[config.mk]
export PLATFORM = sky130hd
export DESIGN_NAME = adc_uart_sched
export DESIGN_NICKNAME = d
export VERILOG_FILES = /design/src/rtl/adc_uart_sched.sv
export SDC_FILE = /design/constraint.sdc
export NUM_CORES = 1
export LEC_CHECK = 0
export ABC_CLOCK_PERIOD_IN_PS = 2810
export BUFFER_PORTS_ARGS = -buffer_cell sky130_fd_sc_hd__buf_2
export CAP_MARGIN = 15
export CORE_MARGIN = 2
export CORE_UTILIZATION = 45
export DETAILED_ROUTE_END_ITERATION = 12
export PLACE_DENSITY_LB_ADDON = 0.1
export SLEW_MARGIN = 20
export SYNTH_ARGS = -nofsm -noshare
export SYNTH_HDL_FRONTEND = slang
export SYNTH_SLANG_ARGS = --single-unit
export TNS_END_PERCENT = 30
[constraint.sdc]
create_clock -name RST_clk -period 2.81 [get_ports RST_clk]
set_input_delay 0.4215 -clock RST_clk [delete_from_list [all_inputs] [get_ports RST_clk]]
set_output_delay 0.4215 -clock RST_clk [all_outputs]
set_load 0.02 [all_outputs]
[src/rtl/adc_uart_sched.sv]
// Round-robin scheduler feeding requester bytes to a single UART transmitter.
// Define SCHED_HEADER_EN to precede each data byte with header 8'hA0|grant_id.
module adc_uart_sched #(
    parameter int NUM_REQ = 4,
    parameter int TMO_CYC = 1000
) (
    input  logic                 RST_clk,
    input  logic                 RST,
    input  logic [NUM_REQ-1:0]   req,
    input  logic [8*NUM_REQ-1:0] req_data,
    output logic [NUM_REQ-1:0]   ack,
    output logic [7:0]           tx_byte,
    output logic                 tx_start,
    input  logic                 tx_busy,
    output logic [2:0]           grant_id,
    output logic                 err_tmo
);

    localparam int CW = $clog2(TMO_CYC + 1);
    localparam int IW = (NUM_REQ > 1) ? $clog2(NUM_REQ) : 1;

    typedef enum logic [2:0] {
        IDLE,
        ARB,
        HDR,
        DATA,
        WAIT_HI,
        WAIT_LO
    } state_t;

    state_t        state_q, state_d;
    logic [2:0]    grant_q, grant_d;
    logic [7:0]    byte_q, byte_d;
    logic [CW-1:0] cnt_q, cnt_d;
    logic          ret_q, ret_d;
    logic          err_q, err_d;
    logic [2:0]    pick;
    logic          found;
    logic [3:0]    idx;

    // Walk from the farthest candidate back to the nearest so the
    // closest pending requester after the last grant wins.
    always_comb begin
        pick  = grant_q;
        found = 1'b0;
        idx   = '0;
        for (int k = NUM_REQ; k >= 1; k--) begin
            idx = 4'(grant_q) + 4'(k);
            if (idx >= 4'(NUM_REQ)) begin
                idx = idx - 4'(NUM_REQ);
            end
            if (req[idx[IW-1:0]]) begin
                pick  = idx[2:0];
                found = 1'b1;
            end
        end
    end

    always_comb begin
        state_d  = state_q;
        grant_d  = grant_q;
        byte_d   = byte_q;
        cnt_d    = cnt_q;
        ret_d    = ret_q;
        err_d    = err_q;
        tx_start = 1'b0;
        tx_byte  = 8'h00;
        ack      = '0;
        unique case (state_q)
            IDLE: begin
                if (|req && !tx_busy) begin
                    state_d = ARB;
                end
            end
            ARB: begin
                if (found) begin
                    grant_d = pick;
                    byte_d  = req_data[8*pick +: 8];
`ifdef SCHED_HEADER_EN
                    state_d = HDR;
`else
                    state_d = DATA;
`endif
                end else begin
                    state_d = IDLE;
                end
            end
            HDR: begin
                tx_byte = 8'hA0 | {5'd0, grant_q};
                if (!tx_busy) begin
                    tx_start = 1'b1;
                    cnt_d    = '0;
                    ret_d    = 1'b1;
                    state_d  = WAIT_HI;
                end
            end
            DATA: begin
                tx_byte = byte_q;
                if (!tx_busy) begin
                    tx_start = 1'b1;
                    ack      = req & (NUM_REQ'(1) << grant_q);
                    cnt_d    = '0;
                    ret_d    = 1'b0;
                    state_d  = WAIT_HI;
                end
            end
            WAIT_HI: begin
                if (tx_busy) begin
                    state_d = WAIT_LO;
                end else if (cnt_q == CW'(TMO_CYC - 1)) begin
                    err_d   = 1'b1;
                    state_d = IDLE;
                end else begin
                    cnt_d = cnt_q + 1'b1;
                end
            end
            WAIT_LO: begin
                if (!tx_busy) begin
                    state_d = ret_q ? DATA : IDLE;
                end
            end
            default: state_d = IDLE;
        endcase
    end

    always_ff @(posedge RST_clk or posedge RST) begin
        if (RST) begin
            state_q <= IDLE;
            grant_q <= 3'(NUM_REQ - 1);
            byte_q  <= 8'h00;
            cnt_q   <= '0;
            ret_q   <= 1'b0;
            err_q   <= 1'b0;
        end else begin
            state_q <= state_d;
            grant_q <= grant_d;
            byte_q  <= byte_d;
            cnt_q   <= cnt_d;
            ret_q   <= ret_d;
            err_q   <= err_d;
        end
    end

    assign grant_id = grant_q;
    assign err_tmo  = err_q;

endmodule

# Word level (Yosys, flattened, before mapping)
# Index checks and enable logic that the tools add are counted.
# classes
n_addsub	9
bitwise_logic	2
n_eq_ne	14
magnitude_cmp	8
mux	40
shift	2
n_reduce_logical	12
# op_table
operator	n
3-bit 2-to-1 mux	13
32-bit by 7-bit indexed part select with 8-bit output	1
10-bit 2-to-1 mux	3
10-bit case mux with 2 select lines	1
4-bit by 3-bit >= comparator with 1-bit output, second input constant	4
8-bit case mux with 2 select lines	1
3-bit case mux with 5 select lines	1
2-bit inequality test, second input constant	7
2-bit by 3-bit < comparator with 1-bit output, second input constant	4
1-bit 2-to-1 mux	12
3-bit subtractor, second input constant	4
10-bit by 1-bit adder with 10-bit output, second input constant	1
10-bit == test, second input constant	1
3-bit by 2-bit adder with 4-bit output, second input constant	2
1-bit binary-select mux with 2-bit select	4
4-bit 2-to-1 mux	2
4-bit AND reduction	2
3-bit by 2-bit == test with 1-bit output, second input constant	2
3-bit == test, second input constant	2
3-bit AND reduction	2
3-bit by 1-bit adder with 4-bit output, second input constant	1
3-bit by 3-bit adder with 4-bit output, second input constant	1
4-bit AND	1
2-bit 2-to-1 mux	2
12 further kinds	13
# totals
input_bits	39
word_cells	93
regBits	26
output_inout_bits	17

# Longest topological paths before layout
# depth
ltp_word	11
ltp_mapped	12

# Worst setup path before layout
# No wires, ideal clock.
# synth_timing
path_kind	reg-to-reg
start	register grant_q[0] (netlist: grant_id[0])
end	register byte_q[0]
synth_period_minus_slack_ns	2.692
stages_incl_launch_ff	13
slack_ns	0.118
arrival_ns	2.615
setup_ns	0.077
path_cell_list	dfstp_2 buf_6 inv_1 ha_1 buf_6 mux2i_1 or2_0 a221o_1 buf_6 buf_12 mux2i_1 o22a_1 o21ai_1
# synth_via
elab_chain_len	10
word_cells_on_any_way	34
cone_classes	add/sub: 8; order compare: 4; shift: 1; mux: 20; reduce/logical: 1
# synth_rtl
item	line	text
start, declared	32	logic [2:0] grant_q, grant_d;
start signal, assigned	129	grant_q <= 3'(NUM_REQ - 1);
start signal, assigned	136	grant_q <= grant_d;
3-bit by 3-bit adder with 4-bit output	48	idx = 4'(grant_q) + 4'(k);
4-bit by 3-bit >= comparator with 1-bit output / 3-bit subtractor (equally long branches)	49, 50	
3-bit 2-to-1 mux	49	if (idx >= 4'(NUM_REQ)) begin
1-bit binary-select mux with 2-bit select	52	if (req[idx[IW-1:0]]) begin
1-bit 2-to-1 mux (not written as such)	52	
3-bit 2-to-1 mux / 1-bit 2-to-1 mux (equally long branches) (4 in series)	52	
32-bit by 7-bit indexed part select with 8-bit output / 2-bit AND reduction (equally long branches)	n/a	
end signal, assigned	137	byte_q <= byte_d;
end, declared	33	logic [7:0] byte_q, byte_d;
# Several ways; a longest one is shown, not always the timed one. The select of a mux whose other input is x is not followed.
# A chain may end at the register's enable or synchronous reset.

# Worst setup path in the final report
# layout_timing
start	register grant_q[0] (netlist: grant_id[0])
end	register byte_q[3]
# Same word-level chain as after synthesis.

==> impl_metrics.json <==
{
  "cts_hold_buf": 0,
  "nNetsFinal": 306,
  "critPathCaptureType": "flop",
  "grtUsageTotal_pct": 18.6,
  "fin_tns_setup_ns": 0,
  "wl_per_cell_um": 13.1,
  "cts_resized": 0,
  "power_density_nw_per_um2": 967,
  "rsz0062_at_grt": "no",
  "hold_slack_ns": 0.212,
  "swShare_pct": 41.8,
  "grt_pass1_vias": 1412,
  "worstHoldPathType": "in -> async",
  "leakagePower_nw": 1.18,
  "clk_pin_slew_ns": 0.10,
  "num-fill-cells": 366,
  "crit_top_cell": "mux2i_1",
  "synth_nets": 246,
  "maxSlewHeadroom_pct": 40.8,
  "dp_slack_ns": 0.287,
  "p_total_mw": 2.20,
  "crit_fanout": 17,
  "first_iter_violations": 83,
  "first_pass_iters": 4,
  "post-route-drc-count": 0,
  "multi_input_area_um2": 1110,
  "status": "finished clean",
  "ys_seq_area_share_pct": 35.1,
  "coreArea_um2": 4000,
  "clock_latency_ns": 0.27,
  "dieArea_um2": 4660,
  "ff_latch_area_um2": 653,
  "switchingPower_mw": 0.919,
  "hold_viol": 0,
  "setup_viol": 0,
  "io_pins": 56,
  "dp_hpwl_um": 3080,
  "cts_sinks": 26,
  "grt_pass1_wl_um": 6600,
  "placementRows": 23,
  "syn_area_um2": 1860,
  "pwr-share-seq_pct": 26.8,
  "yosys_warnings": 0,
  "ant_nets": 0,
  "maxCapViolCount": 0,
  "placed_area_um2": 2200,
  "worst_slack_ns": 0.250,
  "power_frac_comb_pct": 58.9,
  "fin_crit_sh_pct": 91.1,
  "cts_inserted_buffers": 3,
  "cts_tree": "done",
  "die_w_um": 68.3,
  "critical_path_required_ns": 3.01,
  "grt_max_degree": 26,
  "internal_power_mw": 1.28,
  "grt_overflow": 0,
  "min_period_ns": 2.56,
  "syn_to_final_growth_pct": 22.1,
  "fmax_mhz": 391,
  "worstMarginPinSlew_ns": 0.883,
  "dieHeight_um": 68.3,
  "clockPowerShare_pct": 14.3,
  "via_count": 1604,
  "slew_viol_final": 0,
  "n_antenna_cell": 0,
  "path_class": "reg -> reg",
  "initial_utilization_pct": 46.5,
  "cts_root_buf": "clkbuf_8",
  "critical_path.slowest_cell": "dfstp_2",
  "port_buffers": 55,
  "fin_area_um2": 2270,
  "routabilityCongestion": 0.821,
  "synth_seq_cells": 26,
  "cp.arrival_ns": 2.76,
  "h-tree-depth": 1,
  "drive_gt1_share_pct": 29.7,
  "routed_via_density": 5.19,
  "grt_antenna_before_repair": 0,
  "wl_um": 4050,
  "syn_inst": 200,
  "fin_skew_ns": 0.00456,
  "postCtsSetupBuffers": 0,
  "syn_area_per_cell_um2": 9.30,
  "worstPathCellList": "inv_1 -> ha_1 -> mux2i_1 -> or2_0 -> a221o_1 -> buf_12 -> mux2i_1 -> o22a_1 -> o21ai_1",
  "ir_drop_mv": 0.493,
  "cp-start-kind": "flop",
  "cts_max_path_buffers": 2,
  "synthDistinctLibCells": 43,
  "slowest_delay_ns": 0.54
}
-- logic make-up after synthesis --
family | count (synthesis) | synth area share (%)
and+or+nand+nor | 73 | 20.0
DFF | 26 | 35.1
adders and majority gates | 7 | 4.71
AOI/OAI and AO/OA | 44 | 16.7
buffers and inverters | 16 | 5.45
muxes | 26 | 14.3
xor gates and xnor gates | 8 | 3.77
-- registers in the layout, indices dropped and copies added, names as in the netlist --
signal and cells:
byte_q 8, cnt_q 10, err_tmo 1, grant_id 3, ret_q 1, state_q 3
-- metrics by stage --
stage	utilization, %	instances
2_1_floorplan	-	200
3_3_place_gp	55.0	305
3_5_place_dp	55.0	305
4_1_cts	56.8	309
5_1_grt	56.8	309
6_report	56.8	309
-- synth_stat cells, drive strengths merged --
| cell type | instances | area (um2) |
|---|---|---|
| a2111oi | 1 | 8.76 |
| a211oi | 2 | 20.0 |
| a21o | 1 | 7.51 |
| a21oi | 8 | 40.0 |
| a221o | 1 | 10.0 |
| a22o | 1 | 8.76 |
| a31o | 1 | 8.76 |
| a31oi | 1 | 21.3 |
| a41oi | 2 | 17.5 |
| and2 | 1 | 6.26 |
| and3 | 9 | 57.6 |
| and4 | 2 | 17.5 |
| and4bb | 1 | 12.5 |
| buf | 7 | 67.6 |
| clkbuf | 1 | 3.75 |
| dfrtp | 24 | 601 |
| dfstp | 2 | 52.6 |
| ha | 7 | 87.6 |
| inv | 8 | 30.0 |
| mux2 | 1 | 15.0 |
| mux2i | 25 | 250 |
| nand2 | 24 | 90.1 |
| nand2b | 3 | 18.8 |
| nand3 | 3 | 15.0 |
| nand4 | 5 | 31.3 |
| nor2 | 17 | 63.8 |
| nor2b | 6 | 40.0 |
| o21ai | 16 | 80.1 |
| o21ba | 1 | 10.0 |
| o21bai | 1 | 7.51 |
| o22a | 8 | 70.1 |
| or2 | 1 | 6.26 |
| or4b | 1 | 13.8 |
| xnor2 | 1 | 8.76 |
| xor2 | 7 | 61.3 |
-- worst max-delay path, delay by kind of cell, from the launching register on --
kind                       cells  cell delay (ns)
AOI/OAI and AO/OA              3             0.71
adders and majority gates      1             0.49
buffers and inverters          2             0.26
DFF                            1             0.54
muxes                          2             0.25
and+or+nand+nor                1             0.23
-- final cells by class --
| type | count | area share [%] |
|---|---|---|
| multi-input cells | 158 | 48.7 |
| flip-flops and latches | 26 | 28.8 |
| repair buffers | 63 | 15.3 |
| well taps | 50 | 2.75 |
| clock buffers | 3 | 1.82 |
| clock inverters | 1 | 1.32 |
| inverters | 8 | 1.32 |
-- cells in the final DEF (no fill, tap or decap), drive strengths merged, types with 2 or more instances in the layout --
master | netlist | final
a41oi | 2 | 2
clkbuf | 1 | 3
and4 | 2 | 2
nor2b | 6 | 6
a21oi | 8 | 8
and3 | 9 | 9
nand2 | 24 | 24
o22a | 8 | 8
dfstp | 2 | 2
buf | 7 | 63
nand2b | 3 | 3
nor2 | 17 | 17
o21ai | 16 | 16
a211oi | 2 | 2
dfrtp | 24 | 24
inv | 8 | 7
nand3 | 3 | 3
ha | 7 | 7
nand4 | 5 | 5
mux2i | 25 | 25
xor2 | 7 | 7
-- power by group through the flow --
| stage | clock network [mW] | registers, mW | logic (mW) |
|---|---|---|---|
| global route | 0.343 | 0.610 | 1.44 |
| finish | 0.313 | 0.589 | 1.29 |
| detailed placement | 0 | 0.597 | 1.30 |
| CTS | 0.328 | 0.590 | 1.31 |
| global placement | 0 | 0.597 | 1.30 |
| floorplan | 0 | 0.587 | 1.08 |
-- worst paths after layout --
check | end | start | slack [ns] | cells past startpoint
worst min-delay path | cnt_q[5]$_DFFE_PP0P_ | RST | 0.21 | 2
max in group asynchronous | grant_id[0]$_DFFE_PP1P_ | RST | 2.02 | 3
worst max-delay path | byte_q[3]$_DFFE_PP0P_ | grant_id[0]$_DFFE_PP1P_ | 0.25 | 9
worst min register to register | err_tmo$_DFFE_PP0P_ | err_tmo$_DFFE_PP0P_ | 0.48 | 1
min in group RST_clk | state_q[1]$_DFFE_PP0P_ | tx_busy | 0.43 | 3
worst max register to register | byte_q[3]$_DFFE_PP0P_ | grant_id[0]$_DFFE_PP1P_ | 0.25 | 9
-- per-layer routing --
layer  track usage, %  up-vias  share of wire [%]
li1                 -      832                  -
met1             28.3      734                 52
met2             28.0       36                 44
met3             3.45        2                3.9
met4             2.25        0               0.35
met5                0        -                  0
(Power assumes the default switching activity.)
